## config.mk

```make
export PLATFORM = sky130hd
export DESIGN_NAME = alu_result_display
export DESIGN_NICKNAME = d
export VERILOG_FILES = /design/src/rtl/alu_display_pkg.sv /design/src/rtl/bin_to_bcd_seq.sv /design/src/rtl/alu_result_display.sv
export SDC_FILE = /design/constraint.sdc
export NUM_CORES = 1
export LEC_CHECK = 0
export ABC_AREA = 1
export ABC_CLOCK_PERIOD_IN_PS = 2500
export CAP_MARGIN = 25
export CORE_MARGIN = 10
export CORE_UTILIZATION = 40
export DETAILED_ROUTE_END_ITERATION = 8
export PLACE_DENSITY = 0.63
export SKIP_CTS_REPAIR_TIMING = 1
export SLEW_MARGIN = 20
export SYNTH_ARGS = -nofsm -noshare
export SYNTH_HDL_FRONTEND = slang
export SYNTH_HIERARCHICAL = 1
export SYNTH_SLANG_ARGS = --single-unit
```

## constraint.sdc

```tcl
create_clock -name clock -period 2.5 [get_ports clock]
set_clock_uncertainty 0.1 [all_clocks]
set_input_delay 0.5 -clock clock [delete_from_list [all_inputs] [get_ports clock]]
set_output_delay 0.5 -clock clock [all_outputs]
set_load 0.02 [all_outputs]
```

## src/rtl/alu_display_pkg.sv

```systemverilog
// rtl/alu_display_pkg.sv - shared constants, converter state type and segment lookup for alu_result_display
package alu_display_pkg;

  localparam int DIGIT_COUNT = 4;
  // One spare BCD digit beyond the display so values up to 16383 convert exactly
  localparam int BCD_W       = 20;

  // Active-low cathode patterns, bit order {g,f,e,d,c,b,a}
  localparam logic [6:0] SEG_0     = 7'h40;
  localparam logic [6:0] SEG_1     = 7'h79;
  localparam logic [6:0] SEG_2     = 7'h24;
  localparam logic [6:0] SEG_3     = 7'h30;
  localparam logic [6:0] SEG_4     = 7'h19;
  localparam logic [6:0] SEG_5     = 7'h12;
  localparam logic [6:0] SEG_6     = 7'h02;
  localparam logic [6:0] SEG_7     = 7'h78;
  localparam logic [6:0] SEG_8     = 7'h00;
  localparam logic [6:0] SEG_9     = 7'h10;
  localparam logic [6:0] SEG_MINUS = 7'h3F;
  localparam logic [6:0] SEG_DASH  = 7'h3F;
  localparam logic [6:0] SEG_BLANK = 7'h7F;

  typedef enum logic [1:0] {
    IDLE   = 2'd0,
    SHIFT  = 2'd1,
    COMMIT = 2'd2
  } conv_state_t;

  function automatic logic [6:0] seg_of(input logic [3:0] digit);
    logic [6:0] s;
    case (digit)
      4'd0:    s = SEG_0;
      4'd1:    s = SEG_1;
      4'd2:    s = SEG_2;
      4'd3:    s = SEG_3;
      4'd4:    s = SEG_4;
      4'd5:    s = SEG_5;
      4'd6:    s = SEG_6;
      4'd7:    s = SEG_7;
      4'd8:    s = SEG_8;
      4'd9:    s = SEG_9;
      default: s = SEG_BLANK;
    endcase
    return s;
  endfunction

endpackage

```

## src/rtl/bin_to_bcd_seq.sv

```systemverilog
// rtl/bin_to_bcd_seq.sv - sequential double-dabble converter, one bit per cycle, start/done handshake
module bin_to_bcd_seq
  import alu_display_pkg::*;
#(
  parameter int DATA_W = 8
) (
  input  logic              clk,
  input  logic              rst_n,
  input  logic              start_i,
  input  logic [DATA_W-1:0] bin_i,
  output logic              busy_o,
  output logic              done_o,
  output logic [BCD_W-1:0]  bcd_o
);

  conv_state_t       state_q;
  logic [DATA_W-1:0] sr_q;
  logic [BCD_W-1:0]  bcd_q;
  logic [BCD_W-1:0]  bcd_adj_d;
  logic [3:0]        cnt_q;

  // Add-3 correction on every nibble that would overflow past 9 after the shift
  always_comb begin
    bcd_adj_d = bcd_q;
    for (int i = 0; i < BCD_W / 4; i++) begin
      if (bcd_q[4*i +: 4] >= 4'd5) begin
        bcd_adj_d[4*i +: 4] = bcd_q[4*i +: 4] + 4'd3;
      end
    end
  end

  // Converter FSM: load on start, DATA_W shift cycles, one commit cycle; COMMIT may reload directly
  always_ff @(posedge clk or negedge rst_n) begin
    if (!rst_n) begin
      state_q <= IDLE;
      sr_q    <= '0;
      bcd_q   <= '0;
      cnt_q   <= '0;
    end else begin
      case (state_q)
        IDLE: begin
          if (start_i) begin
            sr_q    <= bin_i;
            bcd_q   <= '0;
            cnt_q   <= '0;
            state_q <= SHIFT;
          end
        end
        SHIFT: begin
          bcd_q <= {bcd_adj_d[BCD_W-2:0], sr_q[DATA_W-1]};
          sr_q  <= {sr_q[DATA_W-2:0], 1'b0};
          if (cnt_q == 4'(DATA_W - 1)) begin
            state_q <= COMMIT;
          end else begin
            cnt_q <= cnt_q + 4'd1;
          end
        end
        COMMIT: begin
          if (start_i) begin
            sr_q    <= bin_i;
            bcd_q   <= '0;
            cnt_q   <= '0;
            state_q <= SHIFT;
          end else begin
            state_q <= IDLE;
          end
        end
        default: state_q <= IDLE;
      endcase
    end
  end

  assign busy_o = (state_q != IDLE);
  assign done_o = (state_q == COMMIT);
  assign bcd_o  = bcd_q;

endmodule

```

## src/rtl/alu_result_display.sv

```systemverilog
// rtl/alu_result_display.sv - ALU result capture, BCD display register and 4-digit seven-segment scan (optional LEADING_ZERO_BLANK_EN)
module alu_result_display
  import alu_display_pkg::*;
#(
  parameter int DATA_W      = 8,
  parameter int SIGNED_MODE = 1
) (
  input  logic                   clock,
  input  logic                   reset_n,
  input  logic [DATA_W-1:0]      result,
  input  logic                   result_valid,
  input  logic [1:0]             anode_driver,
  output logic [DIGIT_COUNT-1:0] an,
  output logic [6:0]             seg,
  output logic                   busy,
  output logic                   overflow
);

  logic              conv_busy;
  logic              conv_done;
  logic [BCD_W-1:0]  conv_bcd;
  logic              start_d;
  logic [DATA_W-1:0] src_raw_d;
  logic [DATA_W-1:0] src_mag_d;
  logic              src_neg_d;

  logic              pend_valid_q;
  logic [DATA_W-1:0] pend_data_q;
  logic              conv_neg_q;

  logic [15:0]       disp_bcd_q;
  logic              disp_neg_q;
  logic              disp_ovf_q;

  logic [1:0]        sync1_q;
  logic [1:0]        sync2_q;
  logic [3:0]        an_q;
  logic [6:0]        seg_q;
  logic [3:0]        nib_d;
  logic              blank_d;
  logic [6:0]        seg_d;

  // Pick the conversion source and decide when to start: new strobes win over the pending buffer
  always_comb begin
    src_raw_d = result_valid ? result : pend_data_q;
    if (!conv_busy) begin
      start_d = result_valid;
    end else begin
      start_d = conv_done && (result_valid || pend_valid_q);
    end
    src_neg_d = (SIGNED_MODE != 0) && src_raw_d[DATA_W-1];
    src_mag_d = src_neg_d ? (~src_raw_d + 1'b1) : src_raw_d;
  end

  bin_to_bcd_seq #(
    .DATA_W (DATA_W)
  ) u_bcd (
    .clk     (clock),
    .rst_n   (reset_n),
    .start_i (start_d),
    .bin_i   (src_mag_d),
    .busy_o  (conv_busy),
    .done_o  (conv_done),
    .bcd_o   (conv_bcd)
  );

  // One-deep pending buffer and sign tracking for the conversion in flight
  always_ff @(posedge clock or negedge reset_n) begin
    if (!reset_n) begin
      pend_valid_q <= 1'b0;
      pend_data_q  <= '0;
      conv_neg_q   <= 1'b0;
    end else begin
      if (start_d) begin
        conv_neg_q <= src_neg_d;
      end
      if (conv_busy && !conv_done && result_valid) begin
        pend_valid_q <= 1'b1;
        pend_data_q  <= result;
      end else if (start_d && conv_done) begin
        pend_valid_q <= 1'b0;
      end
    end
  end

  // Display register written in the COMMIT cycle; a spare BCD digit flags out-of-range values
  always_ff @(posedge clock or negedge reset_n) begin
    if (!reset_n) begin
      disp_bcd_q <= '0;
      disp_neg_q <= 1'b0;
      disp_ovf_q <= 1'b0;
    end else if (conv_done) begin
      disp_bcd_q <= conv_bcd[15:0];
      disp_neg_q <= conv_neg_q;
      disp_ovf_q <= conv_neg_q ? (conv_bcd[BCD_W-1:12] != '0)
                               : (conv_bcd[BCD_W-1:16] != '0);
    end
  end

  // Two-flop synchronizer on the scan counter select
  always_ff @(posedge clock or negedge reset_n) begin
    if (!reset_n) begin
      sync1_q <= 2'd0;
      sync2_q <= 2'd0;
    end else begin
      sync1_q <= anode_driver;
      sync2_q <= sync1_q;
    end
  end

  // Segment pattern for the selected digit: overflow dashes, sign, optional leading-zero blanking
  always_comb begin
    nib_d   = disp_bcd_q[4*sync2_q +: 4];
`ifdef LEADING_ZERO_BLANK_EN
    case (sync2_q)
      2'd1:    blank_d = (disp_bcd_q[15:4] == '0);
      2'd2:    blank_d = (disp_bcd_q[15:8] == '0);
      2'd3:    blank_d = (disp_bcd_q[15:12] == '0);
      default: blank_d = 1'b0;
    endcase
`else
    blank_d = 1'b0;
`endif
    if (disp_ovf_q) begin
      seg_d = SEG_DASH;
    end else if (sync2_q == 2'd3 && disp_neg_q) begin
      seg_d = SEG_MINUS;
    end else if (blank_d) begin
      seg_d = SEG_BLANK;
    end else begin
      seg_d = seg_of(nib_d);
    end
  end

  // Anode and cathode registers updated together so digit and anode never disagree
  always_ff @(posedge clock or negedge reset_n) begin
    if (!reset_n) begin
      an_q  <= 4'b1111;
      seg_q <= SEG_BLANK;
    end else begin
      an_q  <= ~(4'b0001 << sync2_q);
      seg_q <= seg_d;
    end
  end

  assign an       = an_q;
  assign seg      = seg_q;
  assign busy     = conv_busy;
  assign overflow = disp_ovf_q;

endmodule

```

## Yosys cells after proc, flatten, opt, wreduce, memory -nomap -nowiden

Memory sizes are Yosys's and may differ from the RTL's.
Index checks and enable logic that the tools add are counted.

| word-level totals | value |
|---|---|
| register bits after elaboration | 77 |
| bits in latches | 0 |
| RAM bits | 0 |
| memory bits (read-only) | 112 |
| input port bits | 13 |
| memories | 1 |

| operators by class | value |
|---|---|
| add/sub/neg operators | 7 |
| multiply operators | 0 |
| div/mod/pow operators | 0 |
| $lt $le $gt $ge | 5 |
| equal/unequal tests | 8 |
| shift-type cells | 2 |
| muxes and demuxes | 24 |
| bitwise operators | 2 |
| reduce and logical (&&, ||, !) cells | 17 |

Memories:

| memory | words | width | rd ports | clocked after Yosys merged registers in | wr ports | RTL line | RTL |
|---|---|---|---|---|---|---|---|
| (no name shown) | 16 | 7 | 1 | 0 | 0 | alu_display_pkg.sv:31 | `case (digit)` |

Operators with widths:

| cell | number |
|---|---|
| 20-bit one-hot mux with 2 select lines | 1 |
| 4-bit 2-to-1 mux | 6 |
| 8-bit 2-to-1 mux | 3 |
| 4-bit by 3-bit >= comparator with 1-bit output (second input constant) | 5 |
| 20-bit 2-to-1 mux | 1 |
| 4-bit by 2-bit adder with 4-bit output (second input constant) | 4 |
| 8-bit one-hot mux with 2 select lines | 1 |
| 16-bit by 5-bit variable part select with 4-bit output | 1 |
| 7-bit 2-to-1 mux | 2 |
| 8-bit by 1-bit adder with 8-bit output (second input constant) | 1 |
| 8-bit NOT | 1 |
| 4-bit one-hot mux with 2 select lines | 1 |
| 8-bit nonzero test | 1 |
| 2-bit one-hot mux with 3 select lines | 1 |
| 2-bit nonzero test | 3 |
| 1-bit logical AND | 5 |
| 1-bit 2-to-1 mux | 5 |
| 4-bit by 1-bit adder with 4-bit output (second input constant) | 1 |
| 2-bit equality test (second input constant) | 2 |
| 4-bit by 3-bit equality test with 1-bit output (second input constant) | 1 |
| 2-bit 2-to-1 mux | 2 |
| 2-bit by 1-bit != test with 1-bit output (second input constant) | 2 |
| 2-bit != test (second input constant) | 2 |
| 4-bit NOT | 1 |
| other kinds (11) | 12 |

## Longest topological paths before layout

| logic depth | value |
|---|---|
| depth after elaboration | 6 |
| gate-level depth with buffers | 13 |
| mapped depth without buffers | 13 |

## Cells and area by module

Netlist, hierarchy kept.

Modules (own cells, without submodules):

| module | times used | cells each | area an instance (um^2) |
|---|---|---|---|
| alu_result_display | 1 | 268 | 2264.7 |
| bin_to_bcd_seq | 1 | 247 | 2064.5 |

## Worst setup path before layout

Ideal clock, no wire load.

| timing path | value |
|---|---|
| path type | reg-to-reg |
| start | reg u_bcd.state_q[0] |
| end | reg u_bcd.sr_q[4] |
| data arrival time | 1.705 ns |
| data required time | 2.278 ns |
| setup slack | 0.572 ns |
| cell stages (with the launch flop) | 11 |
| buffers on the path | 3 |
| period minus slack after synthesis | 1.928 ns |
| cell sequence | dfrtp_1 buf_6 buf_2 nor2_1 o21ai_0 inv_1 nand2_8 nand2_8 buf_12 o211ai_2 o21ai_2 |

| on the way | value |
|---|---|
| cells in the longest elaborated chain, start to end | 5 |

Ends and longest elaborated chain:

| what | RTL line | RTL |
|---|---|---|
| from (decl) | bin_to_bcd_seq.sv:16 | `conv_state_t state_q;` |
| from (signal assigned) | bin_to_bcd_seq.sv:35 | `state_q <= IDLE;` |
| from (signal assigned) | bin_to_bcd_seq.sv:46 | `state_q <= SHIFT;` |
| from (signal assigned) | bin_to_bcd_seq.sv:53 | `state_q <= COMMIT;` |
| 2-bit equality test | bin_to_bcd_seq.sv:74 | `assign done_o = (state_q == COMMIT);` |
| net conv_done | alu_result_display.sv:20 | `logic conv_done;` |
| 1-bit logical AND | alu_result_display.sv:49 | `start_d = conv_done && (result_valid \|\| pend_valid_q);` |
| 1-bit 2-to-1 mux | alu_result_display.sv:46 | `if (!conv_busy) begin` |
| net start_d | alu_result_display.sv:22 | `logic start_d;` |
| 2-bit by 1-bit != test with 1-bit output (no source line) | -- |  |
| 2-bit AND reduction (no source line) | -- |  |
| to (signal assigned) | bin_to_bcd_seq.sv:43 | `sr_q <= bin_i;` |
| to (signal assigned) | bin_to_bcd_seq.sv:51 | `sr_q <= {sr_q[DATA_W-2:0], 1'b0};` |
| to (signal assigned) | bin_to_bcd_seq.sv:60 | `sr_q <= bin_i;` |
| to (decl) | bin_to_bcd_seq.sv:17 | `logic [DATA_W-1:0] sr_q;` |

The timed path passes the listed nets, and every way through them passes these cells.
A chain may end at the register's enable or synchronous reset.

## Final worst setup path

| timing path | value |
|---|---|
| start | reg u_bcd.state_q[1] |
| end | out busy |

| on the way | value |
|---|---|
| cells in the longest elaborated chain, start to end | 1 |

Ends and longest elaborated chain:

| what | RTL line | RTL |
|---|---|---|
| 2-bit nonzero test | bin_to_bcd_seq.sv:73 | `assign busy_o = (state_q != IDLE);` |
| to (decl) | alu_result_display.sv:15 | `output logic busy,` |

Every way passes these cells.

==> flow_summary.toml <==
[grt]
grt_pass1_wl_um = 15000
antenna_found_initial = 0
overflow = 0
track_usage_pct = 12.2
grt_pass1_vias = 3254
grt_max_degree = 42

[power]
irDropWorstVdd_mv = 0.366
total_power_mw = 5.78
seq_power_share_pct = 37.0
intPower_mw = 3.27
switchingPower_mw = 2.51
comb_power_share_pct = 48.1
p_sw_share_pct = 43.4
powerDensity_nw_per_um2 = 1190
leakagePower_nw = 2.47
pwr-share-clk_pct = 15.0

[status]
status = "finished clean"

[finish]
antenna_cells = 0
synthToLayoutAreaGrowth_pct = 12.1
drive_gt1_share_pct = 15.5
nets = 574
final_util_pct = 46.6
layout_commonest_cell = "nand2_1"
mostFrequentLayoutCells = "nand2_1, dfrtp_1, inv_1"

[yosys]
synthFlopType = "dfrtp_1"
syn_inst = 515
synth_edf_count = 0
ys_seq_area_share_pct = 44.8
yosysUniqueCellTypes = 38
synth_area_um2 = 4330
synthArstFlopShare_pct = 100
avgSynthCellArea_um2 = 8.41
synth-seq-cells = 77
ys_warn_count = 6
synth_nets = 546

[clock_tree]
clock-sinks = 77
cts_made_buffers = 9
htreeDepth = 3
clock-root-buffer = "clkbuf_8"
clock_latency_ns = 0.35
clk_path_buf_depth = 2
clkSlewWorstSetupHoldPaths_ns = 0.07
cts_tree = "done"

[sta]
rsz0062_at_grt = "false"
fin_crit_ns = 2.28
hold_viol_final = 0
tns_ns = 0
fmax_ghz = 0.438
relSlewSlack_pct = 66.2
post-route-period-util_pct = 91.2
slew_viol_final = 0
setup_violations = 0
worstMarginPinSlew_ns = 0.507

[run]
max_cap_viol_count = 0

[detailed_routing]
wl_per_cell_um = 12.4
routed_wl_um = 8450
first_pass_iters = 4
num_vias = 3350
drc = 0
avgViaCountPerCell = 4.90
ant_nets = 0
first_iter_violations = 199

[die]
die_w_um = 124
start_util_pct = 41.6
fp-row-count = 37
io_pins = 26
die_area_um2 = 15400
die_y_um = 124
core-area_um2 = 10400

[place]
numPortBuffers = 25
gp_congestion = 0.856
dp_hpwl_um = 6280

[critical_path]
worstSetupEndpointType = "output pin"
path_max_fanout = 4
critPathLaunchType = "register"
crit_type = "register to output pin"
crit_required_ns = 1.90
arrival_ns = 1.68

[hold_path]
min_path_type = "primary input to async pin"
## per-layer routing
layer | wire length (µm) | track usage, %
met5 | 0 | 0
met1 | 4020 | 15.6
met3 | 453 | 3.17
met4 | 165 | 5.76
met2 | 3810 | 18.8
## cell usage after synthesis, drive strengths merged, types with 2 or more instances
master	number	share of area [%]
nand4	13	1.9
ha	18	5.2
xor2	3	0.61
inv	70	6.6
o21ai	30	4.0
a21oi	7	0.81
dfstp	11	6.7
dfrtp	66	38
nand2	192	19
nand3b	3	0.52
nand3	51	6.4
clkbuf	2	0.17
o211ai	7	1.9
nor2	19	2.2
buf	11	2.7
o22ai	5	1.3
mux2	5	1.6
## flip-flops by register name, summed over array words and instances, names as in the netlist
register / flops
overflow: 1
u_bcd/sr_q: 8
u_bcd/cnt_q: 4
u_bcd/state_q: 2
disp_bcd_q: 16
sync1_q: 2
sync2_q: 2
pend_data_q: 8
disp_neg_q: 1
seg: 7
pend_valid_q: 1
conv_neg_q: 1
u_bcd/bcd_o: 20
an: 4
## power groups by stage
stage | clock network, mW | registers (mW) | logic [mW]
5_1_grt | 0.957 | 2.21 | 3.21
2_1_floorplan | 0 | 2.10 | 2.31
3_5_place_dp | 0 | 2.16 | 2.80
4_1_cts | 0.900 | 2.14 | 2.81
3_3_place_gp | 0 | 2.15 | 2.72
6_report | 0.865 | 2.14 | 2.78
## cell families after synthesis
group                      Yosys count  share of synthesized area (%)
AOI/OAI and AO/OA                   50                           8.21
xor gates and xnor gates             3                          0.607
adders and majority gates           18                           5.20
buffers and inverters               83                           9.57
DFF                                 77                           44.8
muxes                                5                           1.56
and+or+nand+nor                    279                           30.0
## per-stage QoR
step / setup slack, ns / hold slack (ns) / area [µm²] / instances
2_1_floorplan: 0.572 / 0.104 / 4330 / 515
4_1_cts: 0.182 / 0.0196 / 4850 / 684
5_1_grt: 0.0924 / 0.0367 / 4850 / 684
6_report: 0.219 / 0.0108 / 4850 / 684
3_3_place_gp: 0.206 / 0.259 / 4670 / 668
3_5_place_dp: 0.187 / 0.236 / 4670 / 668
## worst max-delay path: stages, from the launching register on
cell,delay [ns]
dfrtp_1,0.36
inv_1,0.18
nand2_1,0.21
clkdlybuf4s50_1,0.59
## layout make-up
type | count | area [µm²]
clock inverters | 1 | 5.00
flip-flops and latches | 77 | 1940
inverters | 70 | 288
multi-input cells | 355 | 1970
repair buffers | 30 | 298
fillers | 1036 | 5560
well taps | 136 | 170
clock buffers | 15 | 176
## path summary, 6_finish.rpt
kind	from	endpoint	slack (ns)	depth (start not counted)
worst max-delay path	u_bcd/state_q[1]	busy	0.22	3
worst min-delay path	reset_n	pend_data_q[6]	0.01	1
worst max register to register	u_bcd/state_q[0]	u_bcd/bcd_o[8]	0.48	9
worst min register to register	sync1_q[0]	sync2_q[0]	0.25	0
max in group asynchronous	reset_n	an[0]	1.65	2
min in group clock	sync1_q[0]	sync2_q[0]	0.25	0
Note: power is estimated with default switching activity, not from simulation.
